[src/rtl/bin_maxpool2x2.sv]
// Binary 2x2 stride-2 max-pool over a stream of headed feature maps.
// Reads maps from the convolution output SRAM, ORs each 2x2 window and
// writes the pooled maps, each with a header, followed by a terminator word.
module bin_maxpool2x2 #(
  parameter int unsigned ADDR_W  = 12,
  parameter int unsigned DATA_W  = 16,
  parameter int unsigned MAX_DIM = 14
) (
  input  logic              clk,
  input  logic              reset_b,
  input  logic              dut_run,
  output logic              dut_busy,
  output logic              pool_err,
  output logic [ADDR_W-1:0] dut_sram_read_address,
  input  logic [DATA_W-1:0] sram_dut_read_data,
  output logic [ADDR_W-1:0] dut_sram_write_address,
  output logic [DATA_W-1:0] dut_sram_write_data,
  output logic              dut_sram_write_enable
);

  localparam int unsigned N_W = 5;
  localparam int unsigned R_W = 4;
  localparam logic [DATA_W-1:0] TERM_WORD = DATA_W'(16'h00FF);

  typedef enum logic [2:0] {
    IDLE,
    HDR,
    ROWA,
    ROWB,
    WRPOOL,
    WRHDR,
    WRTERM
  } state_t;

  state_t            state_q, state_d;
  logic              hdr_phase_q, hdr_phase_d;
  logic              busy_d, err_d;
  logic [ADDR_W-1:0] rd_addr_d;
  logic [ADDR_W-1:0] wr_ptr_q, wr_ptr_d;
  logic [ADDR_W-1:0] wr_addr_d;
  logic [DATA_W-1:0] wr_data_d;
  logic              we_d;
  logic [N_W-1:0]    n_q, n_d;
  logic [R_W-1:0]    r_q, r_d;
  logic [DATA_W-1:0] a_q, a_d;

  logic [N_W-1:0]    hdr_n;
  logic              hdr_is_term;
  logic              hdr_legal;
  logic [DATA_W-1:0] row_mask;
  logic [DATA_W-1:0] vert;
  logic [DATA_W-1:0] pooled;
  logic              pool_last;

  // Header decode straight off the read data bus
  assign hdr_n       = sram_dut_read_data[N_W-1:0];
  assign hdr_is_term = (sram_dut_read_data == TERM_WORD);
  assign hdr_legal   = (sram_dut_read_data[DATA_W-1:N_W] == '0) && !hdr_n[0] &&
                       (hdr_n >= N_W'(2)) && (32'(hdr_n) <= MAX_DIM);

  // Columns at or beyond N are junk and must not reach the pool
  always_comb begin
    row_mask = '0;
    for (int i = 0; i < int'(DATA_W); i++) begin
      row_mask[i] = (i < int'(n_q));
    end
  end

  assign vert = a_q | (sram_dut_read_data & row_mask);

  // Horizontal pair-OR of the vertically combined row pair
  always_comb begin
    pooled = '0;
    for (int j = 0; j < int'(DATA_W / 2); j++) begin
      pooled[j] = vert[2*j] | vert[2*j+1];
    end
  end

  assign pool_last = ((r_q + R_W'(1)) == R_W'(n_q[N_W-1:1]));

  // State and datapath registers; reset aborts any run in progress
  always_ff @(posedge clk or negedge reset_b) begin
    if (!reset_b) begin
      state_q                <= IDLE;
      hdr_phase_q            <= 1'b0;
      dut_busy               <= 1'b0;
      pool_err               <= 1'b0;
      dut_sram_read_address  <= '0;
      wr_ptr_q               <= '0;
      dut_sram_write_address <= '0;
      dut_sram_write_data    <= '0;
      dut_sram_write_enable  <= 1'b0;
      n_q                    <= '0;
      r_q                    <= '0;
      a_q                    <= '0;
    end else begin
      state_q                <= state_d;
      hdr_phase_q            <= hdr_phase_d;
      dut_busy               <= busy_d;
      pool_err               <= err_d;
      dut_sram_read_address  <= rd_addr_d;
      wr_ptr_q               <= wr_ptr_d;
      dut_sram_write_address <= wr_addr_d;
      dut_sram_write_data    <= wr_data_d;
      dut_sram_write_enable  <= we_d;
      n_q                    <= n_d;
      r_q                    <= r_d;
      a_q                    <= a_d;
    end
  end

  // Next-state logic; a write is staged here so its strobe is seen during the WR* state
  always_comb begin
    state_d     = state_q;
    hdr_phase_d = hdr_phase_q;
    busy_d      = dut_busy;
    err_d       = pool_err;
    rd_addr_d   = dut_sram_read_address;
    wr_ptr_d    = wr_ptr_q;
    wr_addr_d   = dut_sram_write_address;
    wr_data_d   = dut_sram_write_data;
    we_d        = 1'b0;
    n_d         = n_q;
    r_d         = r_q;
    a_d         = a_q;

    case (state_q)
      IDLE: begin
        if (dut_run) begin
          state_d     = HDR;
          hdr_phase_d = 1'b0;
          busy_d      = 1'b1;
          err_d       = 1'b0;
          rd_addr_d   = '0;
          wr_ptr_d    = '0;
        end
      end
      HDR: begin
        if (!hdr_phase_q) begin
          hdr_phase_d = 1'b1;
        end else begin
          hdr_phase_d = 1'b0;
          wr_addr_d   = wr_ptr_q;
          wr_ptr_d    = wr_ptr_q + ADDR_W'(1);
          we_d        = 1'b1;
          if (hdr_is_term || !hdr_legal) begin
            err_d     = !hdr_is_term;
            wr_data_d = TERM_WORD;
            state_d   = WRTERM;
          end else begin
            n_d       = hdr_n;
            r_d       = '0;
            rd_addr_d = dut_sram_read_address + ADDR_W'(1);
            wr_data_d = DATA_W'(hdr_n[N_W-1:1]);
            state_d   = WRHDR;
          end
        end
      end
      WRHDR: begin
        rd_addr_d = dut_sram_read_address + ADDR_W'(1);
        state_d   = ROWA;
      end
      ROWA: begin
        a_d     = sram_dut_read_data & row_mask;
        state_d = ROWB;
      end
      ROWB: begin
        rd_addr_d = dut_sram_read_address + ADDR_W'(1);
        wr_addr_d = wr_ptr_q;
        wr_ptr_d  = wr_ptr_q + ADDR_W'(1);
        wr_data_d = pooled;
        we_d      = 1'b1;
        state_d   = WRPOOL;
      end
      WRPOOL: begin
        r_d = r_q + R_W'(1);
        if (pool_last) begin
          hdr_phase_d = 1'b0;
          state_d     = HDR;
        end else begin
          rd_addr_d = dut_sram_read_address + ADDR_W'(1);
          state_d   = ROWA;
        end
      end
      WRTERM: begin
        busy_d  = 1'b0;
        state_d = IDLE;
      end
      default: begin
        state_d = IDLE;
      end
    endcase
  end

endmodule

[config.mk]
export PLATFORM = sky130hd
export DESIGN_NAME = bin_maxpool2x2
export DESIGN_NICKNAME = d
export VERILOG_FILES = /design/src/rtl/bin_maxpool2x2.sv
export SDC_FILE = /design/constraint.sdc
export NUM_CORES = 1
export LEC_CHECK = 0
export ABC_AREA = 1
export BUFFER_PORTS_ARGS = -buffer_cell sky130_fd_sc_hd__buf_4
export CAP_MARGIN = 20
export CORE_ASPECT_RATIO = 1.4
export CORE_MARGIN = 1.5
export CORE_UTILIZATION = 45
export DETAILED_ROUTE_END_ITERATION = 16
export HOLD_SLACK_MARGIN = 0.1
export PLACE_DENSITY = 0.76
export SETUP_SLACK_MARGIN = 0.4
export SYNTH_ARGS = -nofsm -noshare
export SYNTH_HDL_FRONTEND = slang
export SYNTH_SLANG_ARGS = --single-unit
[constraint.sdc]
create_clock -name clk -period 3.6 [get_ports clk]
set_input_delay 0.36 -clock clk [delete_from_list [all_inputs] [get_ports clk]]
set_output_delay 0.36 -clock clk [all_outputs]
set_load 0.01 [all_outputs]
# Word level (Yosys, flattened, before mapping)
# Cells that the tools add are included.
# word_totals
reg_bits	84
latchBits	0
ramBits	0
romBits	0
input_bits	19
out_inout_bits	43
elab_cells	115
mem_count	0
# classes
n_addsub	3
n_mul	0
n_div	0
n_lt_le_gt_ge	18
eq_ne	14
shifts	0
n_mux	31
n_bitwise	11
reduce_logical	26
# ops
operator	n
$mux 12	6
$pmux 12 s4	1
$lt 4x5->1 const A	8
$pmux 12 s3	1
$pmux 16 s2	1
$add 12x1->12 const B	2
$pmux 12 s2	1
$lt 3x5->1 const A	4
$pmux 3 s6	1
$and 16x16->16	1
$eq 16x8->1 const B	1
$mux 16	1
$or 16x16->16	1
$ne 2x2->1 const B	6
$reduce_and 3->1	4
$logic_not 11->1	1
$lt 1x5->1 const A	2
$lt 2x5->1 const A	2
$eq 3x3->1 const B	3
$mux 4	2
$mux 8	1
$or 1x1->1	8
$pmux 4 s2	1
$reduce_bool 2->1	4
22 further kinds	40

# Longest topological paths before layout
# Gate-level depths: netlist of the first run.
# depth
word_depth	9
ltp_mapped	11
mapped_depth_nobuf	11

# Worst setup path after synthesis of the first run
# No wires, ideal clock.
# synth_path
path_type	flip-flop to flip-flop
from	register r_q[0]
to	register dut_sram_read_address[8]
setup_time_ps	117
arrival_time_ps	1539
required_ps	3483
setup_slack_ps	1944
path_stages_with_launch	9
n_path_buf	1
path_cell_list	dfrtp_1 -> ha_1 -> xnor2_1 -> nand2_1 -> nor2_1 -> nand3_1 -> buf_2 -> nand3_1 -> nand2_1
# synth_via
elab_chain_len	4
# synth_lines
element	line	source
start: declaration	44	logic [R_W-1:0] r_q, r_d;
start signal: assignment	107	r_q <= r_d;
$add 4x1->4	79	assign pool_last = ((r_q + R_W'(1)) == R_W'(n_q[N_W-1:1]));
$eq 4x4->1	79	
$ne 2x2->1 (no line)	-	
$reduce_and 5->1 (no line)	-	
end signal: assignment	101	dut_sram_read_address <= rd_addr_d;
end: declaration	14	output logic [ADDR_W-1:0] dut_sram_read_address,
# No other way between the ends.
# A chain may end at the register's enable or synchronous reset.

# Final worst setup path of the first run
# layout_path
from	register r_q[0]
to	register dut_sram_read_address[10]
# The elaborated chain is that of the path after synthesis.

==> flow_summary.toml, run 1 <==
[timing]
slew_headroom_pct = 35.52
setup_repair_after_global_routing_missed_its_margin = "no"
final-max-slew-violation-count = 0
hold_viol_final = 0
fin_setup_tns_ns = 0
fin_worst_setup_slack_ns = 1.330
clock_skew_ns = 0.006628
final.period_utilization_pct = 63.06
setup_violations_final = 0
measured_slew_at_the_worst_slew_check_pin_ns = 0.9672
crit_path_time_final_ns = 2.270
timing.fmax_ghz = 0.4405
hold_slack_ns = 0.1632

[synthesis]
synthDominantAreaCellType = "sky130_fd_sc_hd__dfrtp_1"
postSynthCellCount = 556
netlist-cell-type-count = 30
synth.cell_area_um2 = 4104
post_synth_main_area_contributors = "sky130_fd_sc_hd__dfrtp_1 (46%), sky130_fd_sc_hd__nand2_1 (15%), sky130_fd_sc_hd__nand3_1 (6.8%)"
synthesis.area_per_instance_um2 = 7.381
postSynthRegisterBits = 76
synth.top_cell.area_share_pct = 46.34
seq_area_frac_synth_pct = 46.34
yosys_warnings = 0

[power_and_ir_drop]
pwr_density_cell_nw_per_um2 = 717.1
p_clk_share_pct = 29.6
internal_power_w = 0.002181
vdd_drop_max_uv = 447.9
total_leakage_power_nw = 2.382
seqPwrFrac_pct = 36.0
netSwitchingFraction_pct = 37.80
power.switching_w = 0.001326
combinational_power_share_pct = 34.4

[grt]
grt.overflow.total = 0
global_route.usage.total_pct = 21.73
grt_antenna_before_repair = 0
largest_net_degree_at_the_start_of_global_routing = 77
grt_first_pass_wirelength_mm = 16.82
first_global_vias = 3680

[critical_path]
worstReg2RegEnd = "dut_sram_read_address[10]"
r2r.worst_path.cells = 8
timing.rr.start = "r_q[0]"
worstPathRequired_ns = 3.87
r2r_slack_ns = 1.33
timing.critical_path.from_type = "register"
worst_setup_path_end_kind = "register"
worst-path-max-fanout = 14
cp_data_arrival_time_ns = 2.54
criticalPathCategory = "register to register"

[floorplan]
design.die.area_um2 = 9710
pin_count = 62
start_util_pct = 45.98
row_count = 41
die-height_um = 116.0
die_w_um = 83.71
placeableCoreArea_um2 = 8926

[clock_network]
cts.repair_timing.setup_buffer_count = 0
clk_root_buffer_cell = "sky130_fd_sc_hd__clkbuf_16"
worst_path_clk_slew_ns = 0.06
cts_buffers = 9
clock_sinks = 76
cts_buffer_depth = 2
total_number_of_h_tree_levels = 3
clock_insertion_delay_worst_skew_ns = 0.34
cts_hold_buf = 0
tritoncts = "yes"
resize_count_post_cts = 0

[detailed_routing]
wl_mm = 9.921
first_iter_violations = 282
drcViolationCount = 0
route.vias.total = 3841
drt-met1-wl_mm = 4.097
detailroute.wirelength.met3_um = 479
met2_length_mm = 5.073
drt_pass1_iterations = 5
drtAntennaViolNets = 0
detail_route.vias_per_cell = 5.327
top_layer = "met4"
routed_wire_length_per_instance_um = 13.76

[cells_and_area]
finalInstanceArea_um2 = 4890
n_fill_cell = 852
final_net_count = 631
layout.core_utilization_pct = 54.78
final_common_cell = "sky130_fd_sc_hd__nand2_1"
layout-area-overhead-vs-synth_pct = 19.15
diodes = 0
post_route_cells_drive_above_1_share_pct = 14.33
register_area_um2 = 1902
multi_input_area_um2 = 1926
leading_cell_types_in_the_layout_fill_and_taps_excluded = "sky130_fd_sc_hd__nand2_1 (166), sky130_fd_sc_hd__dfrtp_1 (76), sky130_fd_sc_hd__nor2_1 (69), sky130_fd_sc_hd__nand3_1 (56), sky130_fd_sc_hd__buf_4 (54)"

[run_status]
run_status = "finished, final reports clean"

[place]
portBuffers = 53
routability_driven_placement_congestion_ratio = 0.9576
post_dp_cell_area_um2 = 4551
detailed_placement_hpwl_mm = 7.053
post-place-ws_ns = 1.362

[run]
max_cap_viol_count = 0

[hold_path]
hold_path_class = "input port to asynchronous set/reset pin"
## sequential cells by signal, summed over array words and instances (netlist names)
register,flops
wr_ptr_q,12
dut_sram_write_enable,1
a_q,16
dut_sram_read_address,12
dut_busy,1
hdr_phase_q,1
dut_sram_write_address,12
state_q,3
dut_sram_write_data,8
n_q,5
r_q,4
pool_err,1
## worst max-delay path, cell delays in order, from the launching register on
cell and delay, ns:
sky130_fd_sc_hd__dfrtp_1 0.43, sky130_fd_sc_hd__ha_1 0.35, sky130_fd_sc_hd__xnor2_1 0.16, sky130_fd_sc_hd__nand2_1 0.08, sky130_fd_sc_hd__nor2_1 0.18, sky130_fd_sc_hd__nand3_1 0.43, sky130_fd_sc_hd__nand2_2 0.39, sky130_fd_sc_hd__nand2_1 0.10
sky130_fd_sc_hd__nand2_1 0.08
## through the flow
step	power, W	std cells
floorplan	0.002126	563
CTS	0.003534	721
global placement	0.002428	705
global route	0.003778	721
detailed placement	0.002480	705
finish	0.003507	721
## cells in the mapped netlist
| master | count |
|---|---|
| sky130_fd_sc_hd__o21ai_0 | 51 |
| sky130_fd_sc_hd__buf_2 | 5 |
| sky130_fd_sc_hd__or2_2 | 3 |
| sky130_fd_sc_hd__xor2_1 | 6 |
| sky130_fd_sc_hd__nand4_1 | 15 |
| sky130_fd_sc_hd__nand3_2 | 1 |
| sky130_fd_sc_hd__a21oi_2 | 1 |
| sky130_fd_sc_hd__inv_1 | 47 |
| sky130_fd_sc_hd__inv_2 | 2 |
| sky130_fd_sc_hd__buf_6 | 1 |
| sky130_fd_sc_hd__nand2_1 | 166 |
| sky130_fd_sc_hd__xnor2_1 | 1 |
| sky130_fd_sc_hd__nor2_4 | 2 |
| sky130_fd_sc_hd__nor2_2 | 4 |
| sky130_fd_sc_hd__nand2_2 | 3 |
| sky130_fd_sc_hd__dfrtp_1 | 76 |
| sky130_fd_sc_hd__a31oi_1 | 2 |
| sky130_fd_sc_hd__nor2_1 | 69 |
| sky130_fd_sc_hd__buf_4 | 9 |
| sky130_fd_sc_hd__nor3_1 | 8 |
| sky130_fd_sc_hd__nand3_1 | 56 |
| sky130_fd_sc_hd__nand3b_1 | 4 |
| sky130_fd_sc_hd__conb_1 | 1 |
| sky130_fd_sc_hd__nor3_2 | 1 |
| sky130_fd_sc_hd__o21bai_1 | 2 |
| sky130_fd_sc_hd__ha_1 | 3 |
| sky130_fd_sc_hd__or2_1 | 1 |
| sky130_fd_sc_hd__clkbuf_1 | 4 |
| sky130_fd_sc_hd__a21oi_1 | 11 |
| sky130_fd_sc_hd__nand4_2 | 1 |
## metal layers
layer / global-route usage (%) / vias up
met5: 0 / -
met4: 11.15 / 0
met3: 3.989 / 24
met2: 36.94 / 121
met1: 26.59 / 1802
li1: - / 1894
## how the worst max path moves through the flow
stage                     cells past startpoint  slack (ns)              startpoint                        end
after CTS                                     8        1.33                  r_q[0]  dut_sram_read_address[10]
after detailed placement                      8        1.36                  r_q[0]  dut_sram_read_address[10]
after global placement                        8        1.50  sram_dut_read_data[14]   dut_sram_read_address[6]
after global routing                          8        1.13                  r_q[0]  dut_sram_read_address[10]
final                                         8        1.33                  r_q[0]  dut_sram_read_address[10]
after floorplan                               8        1.94                  r_q[0]   dut_sram_read_address[8]
## logic make-up (layout without fill, tap and decap cells)
family / Yosys count / after routing / share of synthesized area (%)
buffers and inverters: 68 / 119 / 7.378
and+or+nand+nor: 334 / 334 / 35.34
other: 1 / 8 / 0.09138
adders and majority gates: 3 / 3 / 0.9147
AOI/OAI and AO/OA: 67 / 67 / 8.445
xor gates and xnor gates: 7 / 7 / 1.494
DFF: 76 / 76 / 46.34
## area by class of cell
type	instances	area share (%)
clock buffer	9	4.606
inverter	49	3.762
multi-input combinational	419	39.38
timing repair buffer	54	8.291
clock inverter	7	2.329
tap	107	2.738
sequential	76	38.89
## power groups by stage
stage,combinational [W],clock [W],sequential (W)
2_1_floorplan,0.000852,0,0.00127
3_3_place_gp,0.00116,0,0.00127
3_5_place_dp,0.00120,0,0.00128
4_1_cts,0.00122,0.00105,0.00126
5_1_grt,0.00139,0.00109,0.00130
6_report,0.00121,0.00104,0.00126
(Power assumes the default switching activity.)
==> run 2, diff against run 1 <==
Settings changed: PLACE_DENSITY 0.76 to 0.79.
Clock period 3.6 ns to 2 ns, I/O delays scaled along.
==> flow_summary.toml, run 2 (same netlist as run 1, synthesis figures left out) <==
[detailed_routing]
routed_wire_length_per_instance_um = 14.68
detail_route.vias_per_cell = 5.445
route.vias.total = 4089
drtAntennaViolNets = 0
drcViolationCount = 0
drt_pass1_iterations = 5
first_iter_violations = 351
wl_mm = 11.03

[power_and_ir_drop]
seqPwrFrac_pct = 32.8
netSwitchingFraction_pct = 39.32
p_clk_share_pct = 24.8
power.switching_w = 0.002748
combinational_power_share_pct = 42.5
vdd_drop_max_uv = 662.7
total_leakage_power_nw = 2.571
internal_power_w = 0.004240
pwr_density_cell_nw_per_um2 = 1308

[cells_and_area]
leading_cell_types_in_the_layout_fill_and_taps_excluded = "sky130_fd_sc_hd__nand2_1 (159), sky130_fd_sc_hd__dfrtp_1 (73), sky130_fd_sc_hd__buf_4 (72), sky130_fd_sc_hd__nor2_1 (61)"
diodes = 0
post_route_cells_drive_above_1_share_pct = 24.22
largest_register_ffs = 16
layout-area-overhead-vs-synth_pct = 30.21
register_area_um2 = 1906
final_net_count = 661
n_fill_cell = 759
register_bank_with_the_most_flops = "a_q"
final_common_cell = "sky130_fd_sc_hd__nand2_1"
multi_input_area_um2 = 2118
post_route_insts_no_fill = 751
layout.core_utilization_pct = 59.87

[grt]
first_global_vias = 3941
grt_first_pass_wirelength_mm = 18.33
largest_net_degree_at_the_start_of_global_routing = 37
global_route.usage.total_pct = 23.49
grt.overflow.total = 0
grt_antenna_before_repair = 0

[critical_path]
worst-path-max-fanout = 7
timing.critical_path.from_type = "register"
cp_data_arrival_time_ns = 1.85
worst_setup_path_end_kind = "register"
worstPathRequired_ns = 2.23
criticalPathCategory = "register to register"

[clock_network]
clock_insertion_delay_worst_skew_ns = 0.34
clock_sinks = 76
cts_buffer_depth = 2
total_number_of_h_tree_levels = 3
tritoncts = "yes"
cts_buffers = 9
clk_root_buffer_cell = "sky130_fd_sc_hd__clkbuf_16"
worst_path_clk_slew_ns = 0.06

[timing]
timing.fmax_ghz = 0.6166
crit_path_time_final_ns = 1.622
clock_skew_ns = 0.006423
final-max-slew-violation-count = 0
setup_violations_final = 0
hold_viol_final = 0
final.period_utilization_pct = 81.09
setup_repair_after_global_routing_missed_its_margin = "yes"
fin_setup_tns_ns = 0

[floorplan]
design.die.area_um2 = 9710
die-height_um = 116.0
die_w_um = 83.71
placeableCoreArea_um2 = 8926
row_count = 41
pin_count = 62
start_util_pct = 45.98

[hold_path]
hold_path_class = "input port to register"

[place]
routability_driven_placement_congestion_ratio = 0.9294
number_of_placed_instances_with_taps_included = 716
detailed_placement_hpwl_mm = 7.653
portBuffers = 53

[run_status]
run_status = "finished, final reports clean"

[run]
max_cap_viol_count = 0
## run 2: cell types whose count changed in the layout (fill, tap and decap cells not counted), sizes merged
cell / change
buf: +29
clkinvlp: +1
bufinv: -1
inv: -2
clkinv: +2
dlygate4sd3: +1
## run 2: path summary, 6_finish.rpt
kind / startpoint / endpoint / slack, ns / depth (start not counted)
worst max-delay path: r_q[0] / dut_sram_read_address[5] / 0.38 / 10
worst min-delay path: sram_dut_read_data[3] / n_q[3] / 0.16 / 3
worst max register to register: r_q[0] / dut_sram_read_address[5] / 0.38 / 10
worst min register to register: a_q[15] / a_q[15] / 0.48 / 2
max in group asynchronous: reset_b / n_q[3] / 1.02 / 3
min in group asynchronous: reset_b / dut_sram_write_address[0] / 0.37 / 2
## run 2: metal layers
metal	up-vias	wire, µm	global-route usage (%)
li1	1965	-	-
met1	1963	4406	27.80
met2	139	5765	41.40
met3	22	582	4.558
met4	0	271	10.93
met5	-	0	0
## run 2: per-stage QoR
stage / hold slack [ns] / cell area (µm²) / power [W] / worst slack, ns
global placement: 0.1739 / 4641 / 0.004466 / 0.2371
finish: 0.1592 / 5344 / 0.006988 / 0.3781
global route: 0.1669 / 5344 / 0.007455 / 0.2698
CTS: 0.1767 / 5101 / 0.006569 / 0.3941
floorplan: -0.09559 / 4144 / 0.003840 / 0.4052
detailed placement: 0.1862 / 4641 / 0.004583 / 0.1338
## run 2: power groups by stage
stage,clock (W),combinational (W),sequential (W)
finish,0.00173,0.00297,0.00229
global route,0.00182,0.00328,0.00235
CTS,0.00175,0.00257,0.00225
detailed placement,0,0.00229,0.00229
global placement,0,0.00219,0.00228
floorplan,0,0.00155,0.00229
## run 2: area by class of cell
cell class	count	area share, %
clock inverters	7	1.709
repair buffers	84	12.74
flip-flops and latches	76	35.66
clock buffers	9	4.214
inverters	49	3.535
well taps	107	2.505
multi-input cells	419	39.64
## run 2: worst max-delay path: stages (launching register included)
cell	delay [ns]
sky130_fd_sc_hd__dfrtp_1	0.42
sky130_fd_sc_hd__ha_4	0.19
sky130_fd_sc_hd__inv_1	0.08
sky130_fd_sc_hd__nand2_1	0.10
sky130_fd_sc_hd__nand3_1	0.10
sky130_fd_sc_hd__nand2_2	0.08
sky130_fd_sc_hd__nor2_4	0.11
sky130_fd_sc_hd__nand3_4	0.13
sky130_fd_sc_hd__buf_6	0.18
sky130_fd_sc_hd__nand3_2	0.07
sky130_fd_sc_hd__nand2_1	0.06
## run 2: timing repair
| item | in CTS | in global routing |
|---|---|---|
| hold endpoints to repair | 33 | 0 |
| pin swaps | 6 | 21 |
| gates cloned | 0 | 1 |
| gates resized for setup | 8 | 66 |
| hold buffers | 1 | 0 |
| setup endpoints to repair | 47 | 53 |
| buffers inserted | 12 | 5 |
